==> config.mk <==
export PLATFORM = sky130hd
export DESIGN_NAME = gpio_ctrl_gen2
export DESIGN_NICKNAME = d
export VERILOG_FILES = /design/src/rtl/gpio_ctrl_gen2.sv
export SDC_FILE = /design/constraint.sdc
export NUM_CORES = 1
export LEC_CHECK = 0
export ABC_AREA = 1
export CORE_MARGIN = 4
export CORE_UTILIZATION = 60
export CTS_CLUSTER_DIAMETER = 100
export DETAILED_ROUTE_END_ITERATION = 8
export GPL_ROUTABILITY_DRIVEN = 0
export GPL_TIMING_DRIVEN = 0
export PLACE_DENSITY = 0.86
export SYNTH_ARGS = -nofsm -noshare
export SYNTH_HDL_FRONTEND = slang
export SYNTH_SLANG_ARGS = --single-unit
==> constraint.sdc <==
create_clock -name mclk -period 4 [get_ports mclk]
set_input_delay 0.6 -clock mclk [delete_from_list [all_inputs] [get_ports mclk]]
set_output_delay 0.6 -clock mclk [all_outputs]
set_load 0.01 [all_outputs]
==> src/rtl/gpio_ctrl_gen2.sv <==
// rtl/gpio_ctrl_gen2.sv - GPIO controller: direction/output regs, synchronised and debounced inputs, edge/level interrupts
//
// Optional feature macro: GPIO_DEBOUNCE_EN
//   defined     -> per-pin debounce counters and the DB_CFG register are built
//   not defined -> filtered input follows the synchroniser directly, DB_CFG reads 0
//
// Ports:
//   mclk, h_reset        clock, synchronous active-high reset
//   reg_cs/reg_wr        register access request / write strobe
//   reg_addr/reg_wdata   word index / write data
//   reg_be               byte enables for RW registers
//   reg_rdata/reg_ack    registered read data / one-cycle acknowledge
//   cfg_gpio_dir_sel     per-pin output enable
//   pad_gpio_in          asynchronous pad inputs
//   pad_gpio_out         output data register
//   gpio_intr            level interrupt (any masked status bit)
module gpio_ctrl_gen2 #(
    parameter int NUM_GPIO    = 32,
    parameter int SYNC_STAGES = 2,
    parameter int DB_CNT_W    = 8
) (
    input  logic                mclk,
    input  logic                h_reset,
    input  logic                reg_cs,
    input  logic                reg_wr,
    input  logic [3:0]          reg_addr,
    input  logic [31:0]         reg_wdata,
    input  logic [3:0]          reg_be,
    output logic [31:0]         reg_rdata,
    output logic                reg_ack,
    output logic [NUM_GPIO-1:0] cfg_gpio_dir_sel,
    input  logic [NUM_GPIO-1:0] pad_gpio_in,
    output logic [NUM_GPIO-1:0] pad_gpio_out,
    output logic                gpio_intr
);

    localparam logic [3:0] A_DIR     = 4'd0;
    localparam logic [3:0] A_OUT     = 4'd1;
    localparam logic [3:0] A_IN      = 4'd2;
    localparam logic [3:0] A_ITYPE   = 4'd3;
    localparam logic [3:0] A_ISEL_P  = 4'd4;
    localparam logic [3:0] A_ISEL_N  = 4'd5;
    localparam logic [3:0] A_IMASK   = 4'd6;
    localparam logic [3:0] A_ISTAT   = 4'd7;
    localparam logic [3:0] A_OUT_SET = 4'd8;
    localparam logic [3:0] A_OUT_CLR = 4'd9;
    localparam logic [3:0] A_DB_CFG  = 4'd10;

    logic [NUM_GPIO-1:0] dir_q, out_q, itype_q, iselp_q, iseln_q, imask_q, istat_q;
    logic [NUM_GPIO-1:0] filt_q, prev_q;
    logic [NUM_GPIO-1:0] sync_q [SYNC_STAGES];
    logic [NUM_GPIO-1:0] sync_in, wdata_n, bem_n, w1c, rise, fall, lvl_hit, edge_hit, set_ev;
    logic [31:0]         be_mask, rd_val, db_rd;
    logic                acc, wr_en, rd_en;

    // An access is accepted only when no ack is outstanding, which spaces
    // back-to-back requests to one completion every other cycle.
    assign acc   = reg_cs & ~reg_ack;
    assign wr_en = acc & reg_wr;
    assign rd_en = acc & ~reg_wr;

    assign be_mask = {{8{reg_be[3]}}, {8{reg_be[2]}}, {8{reg_be[1]}}, {8{reg_be[0]}}};
    assign bem_n   = be_mask[NUM_GPIO-1:0];
    assign wdata_n = reg_wdata[NUM_GPIO-1:0];
    assign sync_in = sync_q[SYNC_STAGES-1];

    function automatic logic [NUM_GPIO-1:0] merge(input logic [NUM_GPIO-1:0] old_v,
                                                  input logic [NUM_GPIO-1:0] new_v,
                                                  input logic [NUM_GPIO-1:0] mask);
        return (old_v & ~mask) | (new_v & mask);
    endfunction

    function automatic logic [31:0] ext(input logic [NUM_GPIO-1:0] v);
        logic [31:0] r;
        r = '0;
        r[NUM_GPIO-1:0] = v;
        return r;
    endfunction

    // Event detection works on the filtered value regardless of direction,
    // so output pins raise events from their own loopback.
    always_comb begin
        rise     = filt_q & ~prev_q;
        fall     = ~filt_q & prev_q;
        lvl_hit  = (filt_q & iselp_q) | (~filt_q & iseln_q);
        edge_hit = (rise & iselp_q) | (fall & iseln_q);
        set_ev   = (itype_q & lvl_hit) | (~itype_q & edge_hit);
        w1c      = (wr_en && reg_addr == A_ISTAT) ? wdata_n : '0;
    end

    always_comb begin
        rd_val = '0;
        case (reg_addr)
            A_DIR:    rd_val = ext(dir_q);
            A_OUT:    rd_val = ext(out_q);
            A_IN:     rd_val = ext(filt_q);
            A_ITYPE:  rd_val = ext(itype_q);
            A_ISEL_P: rd_val = ext(iselp_q);
            A_ISEL_N: rd_val = ext(iseln_q);
            A_IMASK:  rd_val = ext(imask_q);
            A_ISTAT:  rd_val = ext(istat_q);
            A_DB_CFG: rd_val = db_rd;
            default:  rd_val = '0;
        endcase
    end

`ifdef GPIO_DEBOUNCE_EN
    localparam logic [DB_CNT_W:0] CNT_ONE = 1;

    logic [DB_CNT_W-1:0] db_cfg_q;
    logic [DB_CNT_W-1:0] db_cnt_q [NUM_GPIO];

    always_comb begin
        db_rd = '0;
        db_rd[DB_CNT_W-1:0] = db_cfg_q;
    end

    // Counter counts consecutive cycles where the synchronised input
    // disagrees with the filtered value; reaching DB_CFG flips the filter.
    always_ff @(posedge mclk) begin
        if (h_reset) begin
            db_cfg_q <= '0;
            filt_q   <= '0;
            for (int i = 0; i < NUM_GPIO; i++) db_cnt_q[i] <= '0;
        end else begin
            if (wr_en && reg_addr == A_DB_CFG)
                db_cfg_q <= (db_cfg_q & ~be_mask[DB_CNT_W-1:0]) |
                            (reg_wdata[DB_CNT_W-1:0] & be_mask[DB_CNT_W-1:0]);
            for (int i = 0; i < NUM_GPIO; i++) begin
                if (db_cfg_q == '0) begin
                    filt_q[i]   <= sync_in[i];
                    db_cnt_q[i] <= '0;
                end else if (sync_in[i] == filt_q[i]) begin
                    db_cnt_q[i] <= '0;
                end else if (({1'b0, db_cnt_q[i]} + CNT_ONE) >= {1'b0, db_cfg_q}) begin
                    filt_q[i]   <= sync_in[i];
                    db_cnt_q[i] <= '0;
                end else if (db_cnt_q[i] != '1) begin
                    db_cnt_q[i] <= db_cnt_q[i] + 1'b1;
                end
            end
        end
    end
`else
    assign db_rd = '0;

    always_ff @(posedge mclk) begin
        if (h_reset) filt_q <= '0;
        else         filt_q <= sync_in;
    end
`endif

    always_ff @(posedge mclk) begin
        if (h_reset) begin
            reg_ack   <= 1'b0;
            reg_rdata <= '0;
            gpio_intr <= 1'b0;
            dir_q     <= '0;
            out_q     <= '0;
            itype_q   <= '0;
            iselp_q   <= '0;
            iseln_q   <= '0;
            imask_q   <= '0;
            istat_q   <= '0;
            prev_q    <= '0;
            for (int s = 0; s < SYNC_STAGES; s++) sync_q[s] <= '0;
        end else begin
            reg_ack   <= acc;
            reg_rdata <= rd_en ? rd_val : '0;
            sync_q[0] <= pad_gpio_in;
            for (int s = 1; s < SYNC_STAGES; s++) sync_q[s] <= sync_q[s-1];
            prev_q    <= filt_q;
            // A new event in the same cycle as its W1C survives; level
            // sources keep re-setting the bit until the condition ends.
            istat_q   <= (istat_q & ~w1c) | set_ev;
            gpio_intr <= |(istat_q & imask_q);
            if (wr_en) begin
                case (reg_addr)
                    A_DIR:     dir_q   <= merge(dir_q, wdata_n, bem_n);
                    A_OUT:     out_q   <= merge(out_q, wdata_n, bem_n);
                    A_ITYPE:   itype_q <= merge(itype_q, wdata_n, bem_n);
                    A_ISEL_P:  iselp_q <= merge(iselp_q, wdata_n, bem_n);
                    A_ISEL_N:  iseln_q <= merge(iseln_q, wdata_n, bem_n);
                    A_IMASK:   imask_q <= merge(imask_q, wdata_n, bem_n);
                    A_OUT_SET: out_q   <= out_q | wdata_n;
                    A_OUT_CLR: out_q   <= out_q & ~wdata_n;
                    default: ;
                endcase
            end
        end
    end

    assign cfg_gpio_dir_sel = dir_q;
    assign pad_gpio_out     = out_q;

endmodule
==> impl_metrics.toml, run 1 <==
[setup_path]
worstPathMaxFanout = 10
cpMaxStageDelayCell = "clkbuf_1"
required_ps = 4420
startpoint_type = "input port"
cp.arrival_ps = 3120
max_stage_delay_ps = 860
path_buf_inv = 2
cpLargestDelayFamily = "buffers and inverters"
path_class = "in -> reg"
path_cells = "clkdlybuf4s50_1 -> nand2_1 -> nor2_2 -> clkbuf_1 -> nand2_1 -> nand2_1 -> nor2_1 -> a21oi_1"
cpMostUsedCell = "nand2_1"
end_kind = "flip-flop"

[timing]
worst_pin_slew_ps = 1110
setup_viol = 0
hold_ws_ps = 393
finalSetupTns_ps = 0
finalHoldViolCount = 0
slew_headroom_pct = 26.3
fin_crit_sh_pct = 67.5
drv_slew = 0
fmaxAchievable_ghz = 0.370
timing.final.crit_period_ps = 2700
fin_skew_ps = 11.6
rsz0062_at_grt = "false"

[place]
port_buffers = 137
dp_hpwl_um = 40400

[pwr]
clkPwrFrac_pct = 44.8
ir_worst_vdd_v = 0.000340
switchingPower_w = 0.00199
seqPwrFrac_pct = 48.4
p_leak_nw = 8.45
internal_power_w = 0.00618
switching_share_pct = 24.4
power.density_nw_per_um2 = 419
p_comb_share_pct = 6.8

[drt]
viasPerCell = 5.93
num_vias = 17800
ant_nets = 0
drt-pass1-iter-count = 9
wl_per_cell_um = 19.3
drtIter0Drc = 3014
wl_met2_um = 23800
m1WireLength_um = 20100
wl_met3_um = 9410
drcViolationCount = 13
top_layer_used = "met4"
wirelength_um = 57800

[status]
violations = "design-rule violations"
status = "complete, but fails checks"

[global_route]
grt_remaining_overflow = 0
grt_max_degree = 16
grt_pass1_vias = 16600
grt_usage_pct = 36.6
antenna_found_initial = 0
grt_pass1_wl_um = 87700

[logic_synthesis]
yosys_warnings = 0
synth_cell_types = 21
synth.ff_latch_count = 386
yosysTopAreaCell = "dfxtp_1"
syn_area_um2 = 16400
ys_seq_area_share_pct = 47.0
synth_area_leaders = "dfxtp_1 (47%), nand2_1 (15%), nor2_1 (9.1%)"
syn-num-nets = 2525
synth_area_per_cell_um2 = 6.71
netlist_instances = 2449
synth_top_area_share_pct = 47.0

[final_layout]
diodes = 0
syn_to_final_growth_pct = 18.6
nFillCells = 2157
fin_nets = 2703
drive_above_1_share_pct = 4.90

[clock_tree]
ctsResizeCount = 0
htree_levels = 2
ctsHoldBuffers = 0
insertion_delay_ps = 550
cts_buffers = 39
cts-root-buf = "clkbuf_16"
clk_pin_slew_ps = 70
clockBufferDepth = 3
cts_sinks = 386
post-cts-setup-buffers = 0
cts_tree = "yes"

[die]
dieWidth_um = 174
die-area_um2 = 30100
coreArea_um2 = 27000
die_h_um = 174
io-pin-count = 174
start_util_pct = 61.0
num_rows = 60

[min_path]
min_path_type = "reg -> reg"

[job]
max_cap_viol_count = 0
[final timing paths]
| check | startpoint | to | slack, ps | cells past startpoint |
|---|---|---|---|---|
| max | reg_addr[2] | reg_rdata[13]$_SDFF_PP0_ | 1300 | 8 |
| max reg2reg | reg_ack$_SDFF_PP0_ | flip-flop | 1700 | 7 |
| min reg2reg | sync_q[1][15]$_SDFF_PP0_ | filt_q[15]$_SDFF_PP0_ | 390 | 2 |
| min | sync_q[1][15]$_SDFF_PP0_ | filt_q[15]$_SDFF_PP0_ | 390 | 2 |
[power groups by stage]
| stage | Sequential [W] | Clock [W] | Combinational, W |
|---|---|---|---|
| floorplan | 0.00403 | 0 | 0.000295 |
| finish | 0.00396 | 0.00366 | 0.000553 |
| CTS | 0.00396 | 0.00363 | 0.000524 |
| global placement | 0.00404 | 0 | 0.000505 |
| global route | 0.00396 | 0.00380 | 0.000582 |
| detailed placement | 0.00404 | 0 | 0.000518 |
[worst min-delay path, stage by stage, from the launching register on]
cell	delay, ps
dfxtp_1	290
inv_1	40
nor2_1	30
[layout make-up]
type,instances,area [µm²],share of cell area [%]
plain buffers,138,556,2.85
inverters,248,931,4.77
clock buffers,56,1140,5.85
well taps,341,427,2.19
clock inverters,10,125,0.641
flip-flops and latches,386,7730,39.6
multi-input cells,1677,7230,37.1
repair buffers,137,1370,7.03
[synth_stat cells]
master / count
nand2_1: 652
nor2_1: 400
dfxtp_1: 386
o21ai_0: 240
inv_1: 228
nand3_1: 161
a21oi_1: 146
clkbuf_1: 111
a21boi_0: 32
buf_2: 24
inv_2: 17
o21ai_1: 17
nor2_2: 15
nand2_2: 4
nand3_2: 4
nor3_2: 4
clkinv_1: 3
buf_4: 2
a21oi_2: 1
buf_1: 1
nor2_4: 1
[metrics by stage]
step | utilization (%) | instances | power (W) | area (µm²) | setup slack (ps)
floorplan | - | 2449 | 0.00433 | 16400 | 2260
CTS | 72.4 | 2993 | 0.00811 | 19500 | 1470
finish | 72.4 | 2993 | 0.00818 | 19500 | 1300
global placement | 67.7 | 2927 | 0.00454 | 18200 | 958
detailed placement | 67.7 | 2927 | 0.00456 | 18200 | 965
global route | 72.4 | 2993 | 0.00834 | 19500 | 1290
[per-layer routing]
layer  up-vias  GRT usage [%]
li1       7992              -
met5         -              0
met2      1522           54.6
met1      7832           44.8
met3       415           13.0
met4         0           23.6
[layout by cell type (no fill, tap or decap), types with 2 or more instances in the layout]
cell	instances
nand2_1	652
buf_2	24
bufinv_16	2
clkbuf_8	8
nor2_1	400
nor3_2	4
nand2_2	4
a21boi_0	32
o21ai_1	17
clkbuf_1	119
dfxtp_1	386
nor2_2	15
clkdlybuf4s50_1	137
inv_1	228
a21oi_1	146
inv_2	17
buf_4	2
o21ai_0	240
nand3_2	4
nand3_1	161
clkinv_2	4
clkinv_1	3
clkbuf_16	40
[kinds of logic (layout without fill, tap and decap cells)]
| group | after synthesis | count (layout) | share of synthesized area (%) |
|---|---|---|---|
| AO/OA/AOI/OAI | 436 | 436 | 13.8 |
| buffers and inverters | 386 | 589 | 9.04 |
| flip-flops | 386 | 386 | 47.0 |
| AND/OR/NAND/NOR | 1241 | 1241 | 30.2 |
Power figures use the tool's default switching activity.
==> run 2, diff against run 1 <==
Settings changed: CORE_UTILIZATION 60 to 57, PLACE_DENSITY 0.86 to 0.82.
Clock period 4 ns to 2.8 ns, I/O delays scaled along.
==> run 2 against run 1 <==
The flow now finishes without violations. Worst hold slack lost 110 ps. Final area is 0.48% higher. Count of clock-buffer cells in the layout is 1 higher. Via count decreased by 1.6%. Clock skew decreased by 2.6 ps. Clock power grew 46%. Final cell count rose by 1.4%. Sequential share of layout area decreased by 0.19 points. First-iteration DRC count is 11% lower. Core utilization is 2.6 points lower. Non-clock buffer count unchanged.
==> impl_metrics.toml, run 2 (synthesis gave the netlist of run 1 again) <==
[status]
status = "finished, final reports clean"

[drt]
ant_nets = 0
m1WireLength_um = 21000
drcViolationCount = 0
wl_per_cell_um = 18.9
drt-pass1-iter-count = 6
top_layer_used = "met5"
viasPerCell = 5.75
wirelength_um = 57200
wl_met3_um = 8730
wl_met2_um = 24200
drtIter0Drc = 2679
num_vias = 17500

[timing]
timing.final.crit_period_ps = 2410
fmaxAchievable_ghz = 0.415
finalHoldViolCount = 0
finalSetupTns_ps = 0
fin_skew_ps = 9.04
slew_headroom_pct = 37.2
setup_viol = 0
fin_crit_sh_pct = 86.1
rsz0062_at_grt = "false"
drv_slew = 0
worst_pin_slew_ps = 941

[pwr]
ir_worst_vdd_v = 0.000408
p_leak_nw = 8.47
power.density_nw_per_um2 = 601

[setup_path]
rr_worst_depth = 7
path_class = "in -> reg"
startpoint_type = "input port"
regToRegEndpoint = "istat_q[9]$_SDFF_PP0_"
required_ps = 3230
worstPathMaxFanout = 10
regToRegStartpoint = "reg_ack$_SDFF_PP0_"
r2r_slack_ps = 580
end_kind = "flip-flop"
cp.arrival_ps = 2840

[min_path]
hold_path_depth = 3
min_path_type = "in -> reg"
min_from = "reg_wdata[22]"

[place]
dp_hpwl_um = 39700
place_area_um2 = 18300
dp_cells = 2964
port_buffers = 137

[clock_tree]
cts_sinks = 386
clockBufferDepth = 3
ctsResizeCount = 0
ctsHoldBuffers = 0
insertion_delay_ps = 540
cts_tree = "yes"
clk_pin_slew_ps = 60
cts_buffers = 39
cts-root-buf = "clkbuf_16"
htree_levels = 2
post-cts-setup-buffers = 0

[die]
io-pin-count = 174
start_util_pct = 58.5
die_h_um = 178
dieWidth_um = 178
die-area_um2 = 31600
coreArea_um2 = 28100
num_rows = 61

[global_route]
grt_remaining_overflow = 0
grt_max_degree = 15
grt_pass1_wl_um = 86600
grt_pass1_vias = 16200
antenna_found_initial = 4
grt_usage_pct = 35.2

[final_layout]
layout_common_cells = "nand2_1 (652), nor2_1 (400), dfxtp_1 (386)"
drive_above_1_share_pct = 5.12
post-route-cell-area_um2 = 19600
syn_to_final_growth_pct = 19.2
diodes = 0
fin_nets = 2703
mostFrequentLayoutCell = "nand2_1"
final_cells = 3036

[job]
max_cap_viol_count = 0
==> run 2: cell type report <==
type / instances / area (µm²)
timing repair buffer: 137 / 1370
multi-input combinational: 1677 / 7230
sequential: 386 / 7730
inverter: 248 / 931
clock buffer: 57 / 1140
fill: 2424 / 8480
buffer: 138 / 556
clock inverter: 15 / 170
tap: 378 / 473
==> run 2: worst max-delay path, cell delays in order <==
cell	delay, ps
clkdlybuf4s50_1	650
inv_2	100
nand3_1	120
buf_2	310
clkbuf_1	670
o21ai_0	280
a21oi_1	230
nor2_1	60
==> run 2: worst max-delay path by stage <==
stage                     start         to  slack [ps]  depth (start not counted)
floorplan           reg_addr[0]  flip-flop        1240                          9
global placement    reg_addr[2]  flip-flop          30                          8
detailed placement  reg_addr[3]  flip-flop          30                          8
CTS                 reg_addr[1]  flip-flop         520                          8
global route        reg_addr[3]  flip-flop         360                          9
finish              reg_addr[1]  flip-flop         390                          8
==> run 2: power by group <==
part           internal [W]  switching (W)  total (W)
clock               0.00313        0.00220    0.00533
combinational      0.000211       0.000581   0.000793
sequential          0.00559      0.0000591    0.00565
==> run 2: metal layers <==
layer	vias to the layer above	GRT usage [%]
met5	-	0
li1	8007	-
met1	7842	45.5
met2	1319	53.4
met4	6	17.4
met3	294	11.0
==> run 2: per-stage QoR <==
step,hold WS (ps),power (W),worst slack [ps],util [%]
3_3_place_gp,389,0.00650,27.6,65.1
5_1_grt,299,0.0120,364,69.8
4_1_cts,279,0.0117,522,69.8
2_1_floorplan,388,0.00618,1240,-
3_5_place_dp,392,0.00652,28.7,65.1
6_report,285,0.0118,390,69.8
